`config.mk`:
```
export PLATFORM = sky130hd
export DESIGN_NAME = mult_hilo_unit
export DESIGN_NICKNAME = d
export VERILOG_FILES = /design/src/rtl/mult_hilo_unit_pkg.sv /design/src/rtl/mult_step.sv /design/src/rtl/mult_hilo_unit.sv
export SDC_FILE = /design/constraint.sdc
export NUM_CORES = 1
export LEC_CHECK = 0
export CAP_MARGIN = 20
export CORE_AREA = 4 4 141 143
export CTS_CLUSTER_DIAMETER = 80
export DETAILED_ROUTE_END_ITERATION = 7
export DIE_AREA = 0 0 145 147
export GPL_TIMING_DRIVEN = 0
export PLACE_DENSITY = 0.74
export REMOVE_ABC_BUFFERS = 1
export SLEW_MARGIN = 20
export SYNTH_ARGS = -nofsm -noshare
export SYNTH_HDL_FRONTEND = slang
export SYNTH_SLANG_ARGS = --single-unit
```
`constraint.sdc`:
```
create_clock -name clk -period 12.2 [get_ports clk]
set_input_delay 1.22 -clock clk [delete_from_list [all_inputs] [get_ports clk]]
set_output_delay 1.22 -clock clk [all_outputs]
set_load 0.01 [all_outputs]
```
`src/rtl/mult_hilo_unit_pkg.sv`:
```
// Shared definitions for the HI/LO multiplier: ALU control codes and FSM state encoding.
package mult_hilo_unit_pkg;

  localparam logic [5:0] ALUCTRL_AND   = 6'h00;
  localparam logic [5:0] ALUCTRL_OR    = 6'h01;
  localparam logic [5:0] ALUCTRL_ADD   = 6'h02;
  localparam logic [5:0] ALUCTRL_SUB   = 6'h06;
  localparam logic [5:0] ALUCTRL_SLT   = 6'h07;
  localparam logic [5:0] ALUCTRL_MULTU = 6'h13;

  typedef enum logic [1:0] {
    MUL_IDLE = 2'd0,
    MUL_RUN  = 2'd1,
    MUL_DONE = 2'd2
  } mul_state_e;

endpackage

```
`src/rtl/mult_step.sv`:
```
// One radix-2 shift-add iteration: conditional add of the multiplicand into the upper
// accumulator, then shift {carry,acc,mplier} right by one.
module mult_step #(
  parameter int WIDTH = 32
) (
  input  logic [WIDTH-1:0] mcand,
  input  logic [WIDTH-1:0] acc,
  input  logic [WIDTH-1:0] mplier,
  output logic [WIDTH-1:0] acc_nxt,
  output logic [WIDTH-1:0] mplier_nxt
);

  logic [WIDTH:0] sum;

  // Carry of the add lands in the accumulator MSB after the shift.
  assign sum        = {1'b0, acc} + (mplier[0] ? {1'b0, mcand} : {(WIDTH+1){1'b0}});
  assign acc_nxt    = sum[WIDTH:1];
  assign mplier_nxt = {sum[0], mplier[WIDTH-1:1]};

endmodule

```
`src/rtl/mult_hilo_unit.sv`:
```
// Multi-cycle unsigned multiplier with HI/LO registers; stalls the pipeline while a MULTU
// iterates and commits the full product into HI/LO on the final iteration edge.
module mult_hilo_unit
  import mult_hilo_unit_pkg::*;
#(
  parameter int WIDTH = 32,
  parameter int CNT_W = 6
) (
  input  logic             clk,
  input  logic             reset,
  input  logic [5:0]       alu_ctrl,
  input  logic             issue,
  input  logic             flush,
  input  logic [WIDTH-1:0] op_a,
  input  logic [WIDTH-1:0] op_b,
  input  logic             mthi,
  input  logic             mtlo,
  output logic [WIDTH-1:0] hi,
  output logic [WIDTH-1:0] lo,
  output logic             stall,
  output logic             done
);

  mul_state_e       state, state_nxt;
  logic [WIDTH-1:0] mcand;
  logic [WIDTH-1:0] acc;
  logic [WIDTH-1:0] mplier;
  logic [CNT_W-1:0] count;
  logic [WIDTH-1:0] acc_nxt;
  logic [WIDTH-1:0] mplier_nxt;
  logic             start;
  logic             last;

  assign start = issue & (alu_ctrl == ALUCTRL_MULTU) & ~flush;
  assign last  = (count == CNT_W'(WIDTH-1));

  mult_step #(.WIDTH(WIDTH)) u_step (
    .mcand      (mcand),
    .acc        (acc),
    .mplier     (mplier),
    .acc_nxt    (acc_nxt),
    .mplier_nxt (mplier_nxt)
  );

  always_ff @(posedge clk or posedge reset) begin
    if (reset) state <= MUL_IDLE;
    else       state <= state_nxt;
  end

  always_comb begin
    state_nxt = state;
    stall     = 1'b0;
    done      = 1'b0;
    case (state)
      MUL_IDLE: begin
        stall = start;
        if (start) state_nxt = MUL_RUN;
      end
      MUL_RUN: begin
        stall = 1'b1;
        // A flush on the final iteration still wins: nothing is committed.
        if (flush)     state_nxt = MUL_IDLE;
        else if (last) state_nxt = MUL_DONE;
      end
      MUL_DONE: begin
        done      = 1'b1;
        state_nxt = MUL_IDLE;
      end
      default: state_nxt = MUL_IDLE;
    endcase
  end

  always_ff @(posedge clk or posedge reset) begin
    if (reset) begin
      mcand  <= '0;
      acc    <= '0;
      mplier <= '0;
      count  <= '0;
      hi     <= '0;
      lo     <= '0;
    end else begin
      case (state)
        MUL_IDLE: begin
          if (start) begin
            mcand  <= op_a;
            mplier <= op_b;
            acc    <= '0;
            count  <= '0;
          end else begin
            if (mthi) hi <= op_a;
            if (mtlo) lo <= op_a;
          end
        end
        MUL_RUN: begin
          if (!flush) begin
            acc    <= acc_nxt;
            mplier <= mplier_nxt;
            count  <= count + CNT_W'(1);
            if (last) begin
              hi <= acc_nxt;
              lo <= mplier_nxt;
            end
          end
        end
        default: ;
      endcase
    end
  end

endmodule

```
# Yosys cells after proc, flatten, opt, wreduce, memory -nomap -nowiden
# Index checks and enable logic that the tools add are counted.
[op_classes]
n_reduce_logical = 7
n_mux = 26
bitwise = 3
eq_ne = 11
add_sub_neg = 2
[ops]
columns = ["op", "count"]
rows = [
  ["32-bit two-way mux", 13],
  ["32-bit one-hot mux with 2 select lines", 4],
  ["32-bit by 33-bit adder with 33-bit output", 1],
  ["6-bit by 5-bit == test with 1-bit output (second input constant)", 2],
  ["6-bit two-way mux", 2],
  ["2-bit != test (second input constant)", 6],
  ["6-bit one-hot mux with 2 select lines", 1],
  ["5-bit AND reduction", 2],
  ["6-bit by 1-bit adder with 6-bit output (second input constant)", 1],
  ["2-bit two-way mux", 3],
  ["2-bit one-hot mux with 2 select lines", 1],
  ["2-bit AND reduction", 2],
  ["3-bit != test (second input constant)", 1],
  ["3-bit AND reduction", 1],
  ["1-bit AND", 2],
  ["2-bit by 1-bit == test with 1-bit output (second input constant)", 1],
  ["2-bit == test (second input constant)", 1],
  ["2-bit zero test", 1],
  ["1-bit one-hot mux with 2 select lines", 1],
  ["2-bit nonzero test", 1],
  ["1-bit two-way mux", 1],
  ["1-bit NOT", 1],
]
[word_totals]
wordCells = 56
in_bits = 76
register_bits = 168

# Longest topological paths before layout
# Gate-level depths: netlist (run 1).
[logic_depth]
ltp_word = 5
depth_mapped = 11
ltp_nobuf = 10

# Hierarchy
# A second synthesis (run 1) with hierarchy kept.
[unflattened]
hier_cells = 982
area_unflattened_um2 = 9613.0
[by_module_without_submodules]
columns = ["module", "cells_each", "instances", "area_per_inst_um2"]
rows = [
  ["mult_hilo_unit", 661, 1, 7390.8],
  ["mult_step", 321, 1, 2222.1],
]

# Worst setup path before layout (run 1)
# OpenSTA, ideal clock, no wires.
[synth_path]
path_type = "input to output"
startpoint = "input alu_ctrl[3]"
endpoint = "output stall"
setup_slack_ns = 9.061
arrival_time_ns = 1.919
t_required_ns = 10.980
cell_stages = 3
path_cell_list = "and4bb_1 nand4_1 a21oi_1"
[synth_between]
elab_chain_cells = 4
[synth_lines]
columns = ["item", "line", "rtl"]
rows = [
  ["start, declared", "mult_hilo_unit.sv:11", "input logic [5:0] alu_ctrl,"],
  ["6-bit by 5-bit == test with 1-bit output", "mult_hilo_unit.sv:34", "assign start = issue & (alu_ctrl == ALUCTRL_MULTU) & ~flush;"],
  ["1-bit AND (2 in series)", "mult_hilo_unit.sv:34", ""],
  ["1-bit one-hot mux with 2 select lines", "mult_hilo_unit.sv:54", "case (state)"],
  ["end, declared", "mult_hilo_unit.sv:20", "output logic stall,"],
]
# Every way passes these cells.

# Worst setup path in the final report (run 1)
[layout_path]
startpoint = "input flush"
endpoint = "register hi[28]"
[layout_between]
elab_chain_cells = 4
elab_cells_between_ends = 5
classes_between = "2 x eq/ne; 2 x bitwise; 1 x reduce/logical"
[layout_lines]
columns = ["item", "line", "rtl"]
rows = [
  ["start, declared", "mult_hilo_unit.sv:13", "input logic flush,"],
  ["1-bit NOT", "mult_hilo_unit.sv:34", ""],
  ["1-bit AND", "mult_hilo_unit.sv:34", ""],
  ["2-bit != test (no line)", "-", ""],
  ["5-bit AND reduction (no line) *", "-", ""],
  ["end signal, assigned", "mult_hilo_unit.sv:90", "if (mthi) hi <= op_a;"],
  ["end signal, assigned", "mult_hilo_unit.sv:100", "hi <= acc_nxt;"],
  ["end, declared", "mult_hilo_unit.sv:18", "output logic [WIDTH-1:0] hi,"],
]
# Every way passes the cells marked *; elsewhere a longest branch is shown, timed or not.
# A chain may end at the register's enable or synchronous reset.

==> qor.yml, run 1 <==
run_status: "finished clean"
drv_cap: 0
slew_violations: 0
vias: 7797
rsz0062_at_grt: "false"
ys_seq_area_share_pct: 45.7
fin_tns_setup_ns: 0
max_freq_ghz: 0.226
hold_viol: 0
clockBufferDepth: 2
grt_max_degree: 100
cts_setup_buffers: 0
cp-end-kind: "flip-flop"
async_flop_share_pct: 100
drive_gt1_share_pct: 7.28
nets: 1209
viasPerCell: 5.79
power_density_nw_per_um2: 134
root_buffer: "clkbuf_16"
track_usage_pct: 23.3
drc: 0
portBuffers: 141
gp_congestion: 0.887
yosysTopAreaCell: "dfrtp_1"
antenna_found_initial: 0
pin_count: 142
syn_to_final_growth_pct: 24.6
wl_per_cell_um: 18.3
tightest_slew_ns: 1.04
path_class: "in -> reg"
clk_latency_ns: 0.43
ant_nets: 0
avgSynthCellArea_sq_um: 9.19
grt_pass1_wl_mm: 40.8
yosysUniqueCellTypes: 67
ctsResizeCount: 0
slew-limit-headroom_pct: 30.3
worstPathMaxFanout: 42
dieWidth_um: 145
synth_flop_cell: "dfrtp_1"
cts_buffers: 17
grt_pass1_vias: 7863
synth_warnings: 0
die_h_um: 147
start_util_pct: 49.5
num_rows: 50
core-area_sq_um: 18600
clock_sinks: 168
grt_overflow: 0
finalCritPeriodShare_pct: 36.3
wl_mm: 24.7
cts_tree: "yes"
peakVddDrop_mv: 0.0977
ys_ff_latch: 168
path_cells: "clkdlybuf4s50_1 -> nor2_4 -> nand2_1 -> inv_2 -> a31o_2 -> o21ai_0 -> a21oi_1 -> o311a_1"
cp_data_arrival_time_ns: 4.79
post-synth-top-count-cell: "dfrtp_1"
p_leak_nw: 5.20
hold_slack_ns: 0.481
drtPass1Iterations: 5
antenna_cells: 0
cts.clk_slew.worst_paths_ns: 0.06
drt-initial-drc-count: 572
syn_area_sq_um: 9200
cpPeakStageDelay_ns: 0.86
cts_max_level: 4
die_area_sq_um: 21300
synthTopCellsByCount: "dfrtp_1, nand2_1, nor2_1, a31oi_1, a21oi_1"
cp_slowest_cell: "a31o_2"
regToRegSetupSlack_ns: 7.97
worstHoldPathType: "reg -> reg"
finClkSkew_ns: 0.0148
synth_enable_flop_cells: 0
final-setup-viol-count: 0
netlist.area_leader.share_pct: 45.7
finalCriticalPeriod_ns: 4.43
hpwl_mm: 17.0
cts_hold_buf: 0
worst_setup_path_start_kind: "primary input"
synth_cells: 1001
worst_ep_required_time_ns: 12.56
synthTopCellsByArea: "dfrtp_1, nand2_1, a31oi_1"
-- area by class of cell --
cell class                 count  area [sq um]
inverter                       8          37.5
tap                          234           293
timing repair buffer         152          1630
fill                        1587          7120
clock inverter                13           146
clock buffer                  19           443
sequential                   168          4200
multi-input combinational    752          4710
-- stage by stage --
step                setup slack [ns]  power, mW  cell area (sq um)  cells  utilization, %
floorplan                       6.43      0.862               8890    928               -
global placement                4.00      0.985              10600   1303            57.0
detailed placement              7.33      0.998              10900   1314            58.5
CTS                             7.76       1.54              11500   1346            61.7
global route                    7.48       1.61              11500   1346            61.7
finish                          7.77       1.53              11500   1346            61.7
-- flip-flops by register name, indices dropped and copies added (netlist names) --
signal,cells
acc,32
count,6
hi,32
lo,32
mcand,32
mplier,32
state,2
-- worst max-delay path: cells and delay by family --
| family | cells | cell delay (ns) |
|---|---|---|
| buffers and inverters | 2 | 1.03 |
| AOI/OAI and AO/OA | 4 | 1.50 |
| and+or+nand+nor | 2 | 1.01 |
-- final timing paths --
path / start / endpoint / depth (start not counted)
max: flush / hi[28] / 8
min: mcand[12] / mcand[12] / 1
max reg2reg: state[1] / hi[28] / 9
min reg2reg: mcand[12] / mcand[12] / 1
max in group asynchronous: reset / acc[15] / 3
min in group asynchronous: reset / mplier[1] / 2
-- kinds of logic (layout without fill, tap and decap cells) --
logic type | after synthesis | in the layout | synth area share (%)
DFF | 168 | 168 | 45.7
adders and majority gates | 34 | 34 | 4.71
AOI/OAI and AO/OA | 251 | 251 | 18.5
buffers and inverters | 81 | 192 | 3.74
and+or+nand+nor | 394 | 394 | 19.2
xor gates and xnor gates | 29 | 29 | 2.84
muxes | 44 | 44 | 5.24
-- report_power, final --
| group | total, mW | switching (mW) | internal (mW) |
|---|---|---|---|
| clock | 0.546 | 0.237 | 0.309 |
| combinational | 0.314 | 0.164 | 0.149 |
| sequential | 0.674 | 0.0474 | 0.627 |
-- layer usage --
metal,track usage [%],up-vias,wire length [um]
met5,0,-,0
met1,30.6,3784,11000
met2,39.6,217,12100
met3,4.32,35,1040
li1,-,3761,-
met4,7.46,0,490
-- cell usage in the layout, fill, tap and decap left out, types with 4 or more instances in the layout --
cell type        instances
o21ai_0                 30
o211ai_1                 6
nor3_1                  14
a21o_1                  22
mux2_2                  14
and2_1                  38
inv_1                    6
a221o_1                  8
o21ai_1                  9
a31oi_1                 67
mux2i_1                 11
o21bai_1                 6
dfrtp_1                168
mux2_1                  19
buf_12                   6
clkbuf_16               17
nand3_1                 16
and3_1                  13
nand4_1                 19
a21oi_1                 48
ha_1                    33
nand2_1                160
o31ai_1                  6
nor2_1                 112
a22o_1                   8
xor2_1                  14
xnor2_1                 14
clkdlybuf4s50_1        141
clkinvlp_4               4
No activity file was read; power rests on OpenSTA's default activity.
==> run 2, diff against run 1 <==
--- a/config.mk
+++ b/config.mk
@@ -6,12 +6,12 @@
 export NUM_CORES = 1
 export LEC_CHECK = 0
 export CAP_MARGIN = 20
-export CORE_AREA = 4 4 141 143
+export CORE_AREA = 4 4 143 145
 export CTS_CLUSTER_DIAMETER = 80
 export DETAILED_ROUTE_END_ITERATION = 7
-export DIE_AREA = 0 0 145 147
+export DIE_AREA = 0 0 147 149
 export GPL_TIMING_DRIVEN = 0
-export PLACE_DENSITY = 0.74
+export PLACE_DENSITY = 0.75
 export REMOVE_ABC_BUFFERS = 1
 export SLEW_MARGIN = 20
 export SYNTH_ARGS = -nofsm -noshare
==> constraint.sdc (replaced) <==
create_clock -name clk -period 3.96 [get_ports clk]
set_input_delay 0.396 -clock clk [delete_from_list [all_inputs] [get_ports clk]]
set_output_delay 0.396 -clock clk [all_outputs]
set_load 0.01 [all_outputs]
==> qor.yml, run 2 (synthesis gave the netlist of run 1 again) <==
worstPathMaxFanout: 42  # unchanged
core-area_sq_um: 19200  # +3.4%
finalCriticalPeriod_ns: 3.56
cts_max_level: 4  # unchanged
grt_max_degree: 94  # -6.0%
tightest_slew_ns: 0.740  # -0.305 ns
peakVddDrop_mv: 0.268  # +170%
final-setup-viol-count: 0  # unchanged
pin_count: 142  # unchanged
rsz0062_at_grt: "false"
p_switching_mw: 1.34  # +200%
drive_gt1_share_pct: 7.46  # +0.18 points
p_leak_nw: 5.21  # +0.20%
run_status: "finished clean"
slew-limit-headroom_pct: 50.7  # +20 points
worst_ep_required_time_ns: 4.33  # -8.23 ns
drt-initial-drc-count: 574  # +0.35%
track_usage_pct: 22.5  # -0.86 points
power_frac_seq_pct: 44.5  # +0.5 points
fill_cells: 1666  # +5.0%
drtPass1Iterations: 7  # +2
cp-end-kind: "flip-flop"
multi_input_comb_area_sq_um: 4720  # +0.24%
drv_cap: 0  # unchanged
path_class: "reg -> reg"
antenna_cells: 0  # unchanged
grt_pass1_vias: 7937  # +0.94%
grt_pass1_wl_mm: 39.9  # -2.4%
slew_violations: 0  # unchanged
wl_mm: 24.3  # -1.5%
clk_latency_ns: 0.43  # about the same
root_buffer: "clkbuf_16"
cts_tree: "yes"
regToRegSetupSlack_ns: 0.40  # -7.57 ns
num_rows: 51  # +2.0%
final_util_pct: 60.0  # -1.7 points
viasPerCell: 5.72  # -1.2%
clockBufferDepth: 2  # unchanged
cp_data_arrival_time_ns: 3.92  # -0.87 ns
cts.clk_slew.worst_paths_ns: 0.07  # about the same
max_freq_ghz: 0.281
hpwl_mm: 16.9  # -0.67%
dp_cells: 1345  # +2.4%
ant_nets: 0  # unchanged
most-common-layout-cells: "dfrtp_1, nand2_1, clkdlybuf4s50_1"
clock_sinks: 168  # unchanged
wl_per_cell_um: 17.6  # -3.8%
worstHoldPathType: "in -> async"
antenna_found_initial: 0  # unchanged
p_int_mw: 3.33  # +210%
gp_congestion: 0.920  # +3.7%
hold_viol: 0  # unchanged
finalCritPeriodShare_pct: 89.8
seq_area_sq_um: 4210  # about the same
grt_overflow: 0  # unchanged
cts_hold_buf: 0  # unchanged
worst_setup_path_start_kind: "flip-flop"
nets: 1209  # unchanged
dieWidth_um: 147  # +1.4%
portBuffers: 141  # unchanged
start_util_pct: 47.9  # -1.6 points
reg2regPathDepth: 9  # unchanged
finClkSkew_ns: 0.00845  # -0.00638 ns
die_area_sq_um: 21900  # +2.8%
final_cell_count_no_fill: 1377  # +2.3%
switching_share_pct: 28.8  # -0.47 points
combPwrFrac_pct: 20.6  # +0.2 points
syn_to_final_growth_pct: 25.2
drc: 0  # unchanged
die_h_um: 149  # +1.4%
mostFrequentLayoutCell: "dfrtp_1"
vias: 7882  # +1.1%
clock_power_share_pct: 34.9  # -0.7 points
power_density_nw_per_um2: 405  # +200%
cts_buffers: 17  # unchanged
==> run 2: layout make-up <==
type                    instances  area share (%)
repair buffers                152            14.3
clock buffers                  22            4.20
clock inverters                10           0.815
flip-flops and latches        168            36.5
well taps                     265            2.88
multi-input cells             752            41.0
inverters                       8           0.337
==> run 2: power by group through the flow <==
stage	registers, mW	logic (mW)	clock network, mW
after floorplan	2.10	0.556	0
after global placement	2.10	0.929	0
after detailed placement	2.11	0.960	0
after CTS	2.08	0.968	1.65
after global routing	2.11	1.06	1.73
final	2.08	0.964	1.63
==> run 2: through the flow <==
step                hold slack, ns  power (mW)  worst slack [ns]  cell area [sq um]  setup TNS, ns
floorplan                    0.442        2.66            -0.983               8890        -172.69
finish                       0.424        4.67             0.405              11500              0
CTS                          0.444        4.70            0.0601              11500              0
global placement             0.454        3.03             -3.41              10600        -794.59
detailed placement           0.466        3.07            -0.233              10900         -0.896
global route                 0.462        4.90             0.139              11500              0
==> run 2: routing by layer <==
metal  routed length (um)  track usage, %
met5                    0               0
met4                  592            8.48
met3                 1430            4.89
met2                11800            38.3
met1                10500            28.2
==> run 2: worst max-delay path, cell delays in order, from the launching register on <==
cell and delay (ns):
dfrtp_1 0.51, nand2b_4 0.38, buf_12 0.28, nor2_4 0.45, nand2_2 0.37, clkinv_2 0.39, a31o_4 0.49, o21ai_0 0.23
a21oi_1 0.20, o311a_1 0.17
==> run 2: worst paths after layout <==
kind	startpoint	endpoint
setup / recovery	state[1]	hi[28]
hold / removal	reset	lo[1]
setup reg to reg	state[1]	hi[28]
hold reg to reg	mcand[11]	mcand[11]
max in group asynchronous	reset	hi[15]
min in group clk	mcand[11]	mcand[11]
==> run 2: timing repair <==
| item | CTS | global route |
|---|---|---|
| gates resized for setup | 1 | 2 |
| endpoints found under the setup margin | 13 | 5 |
| setup buffers | 0 | 0 |
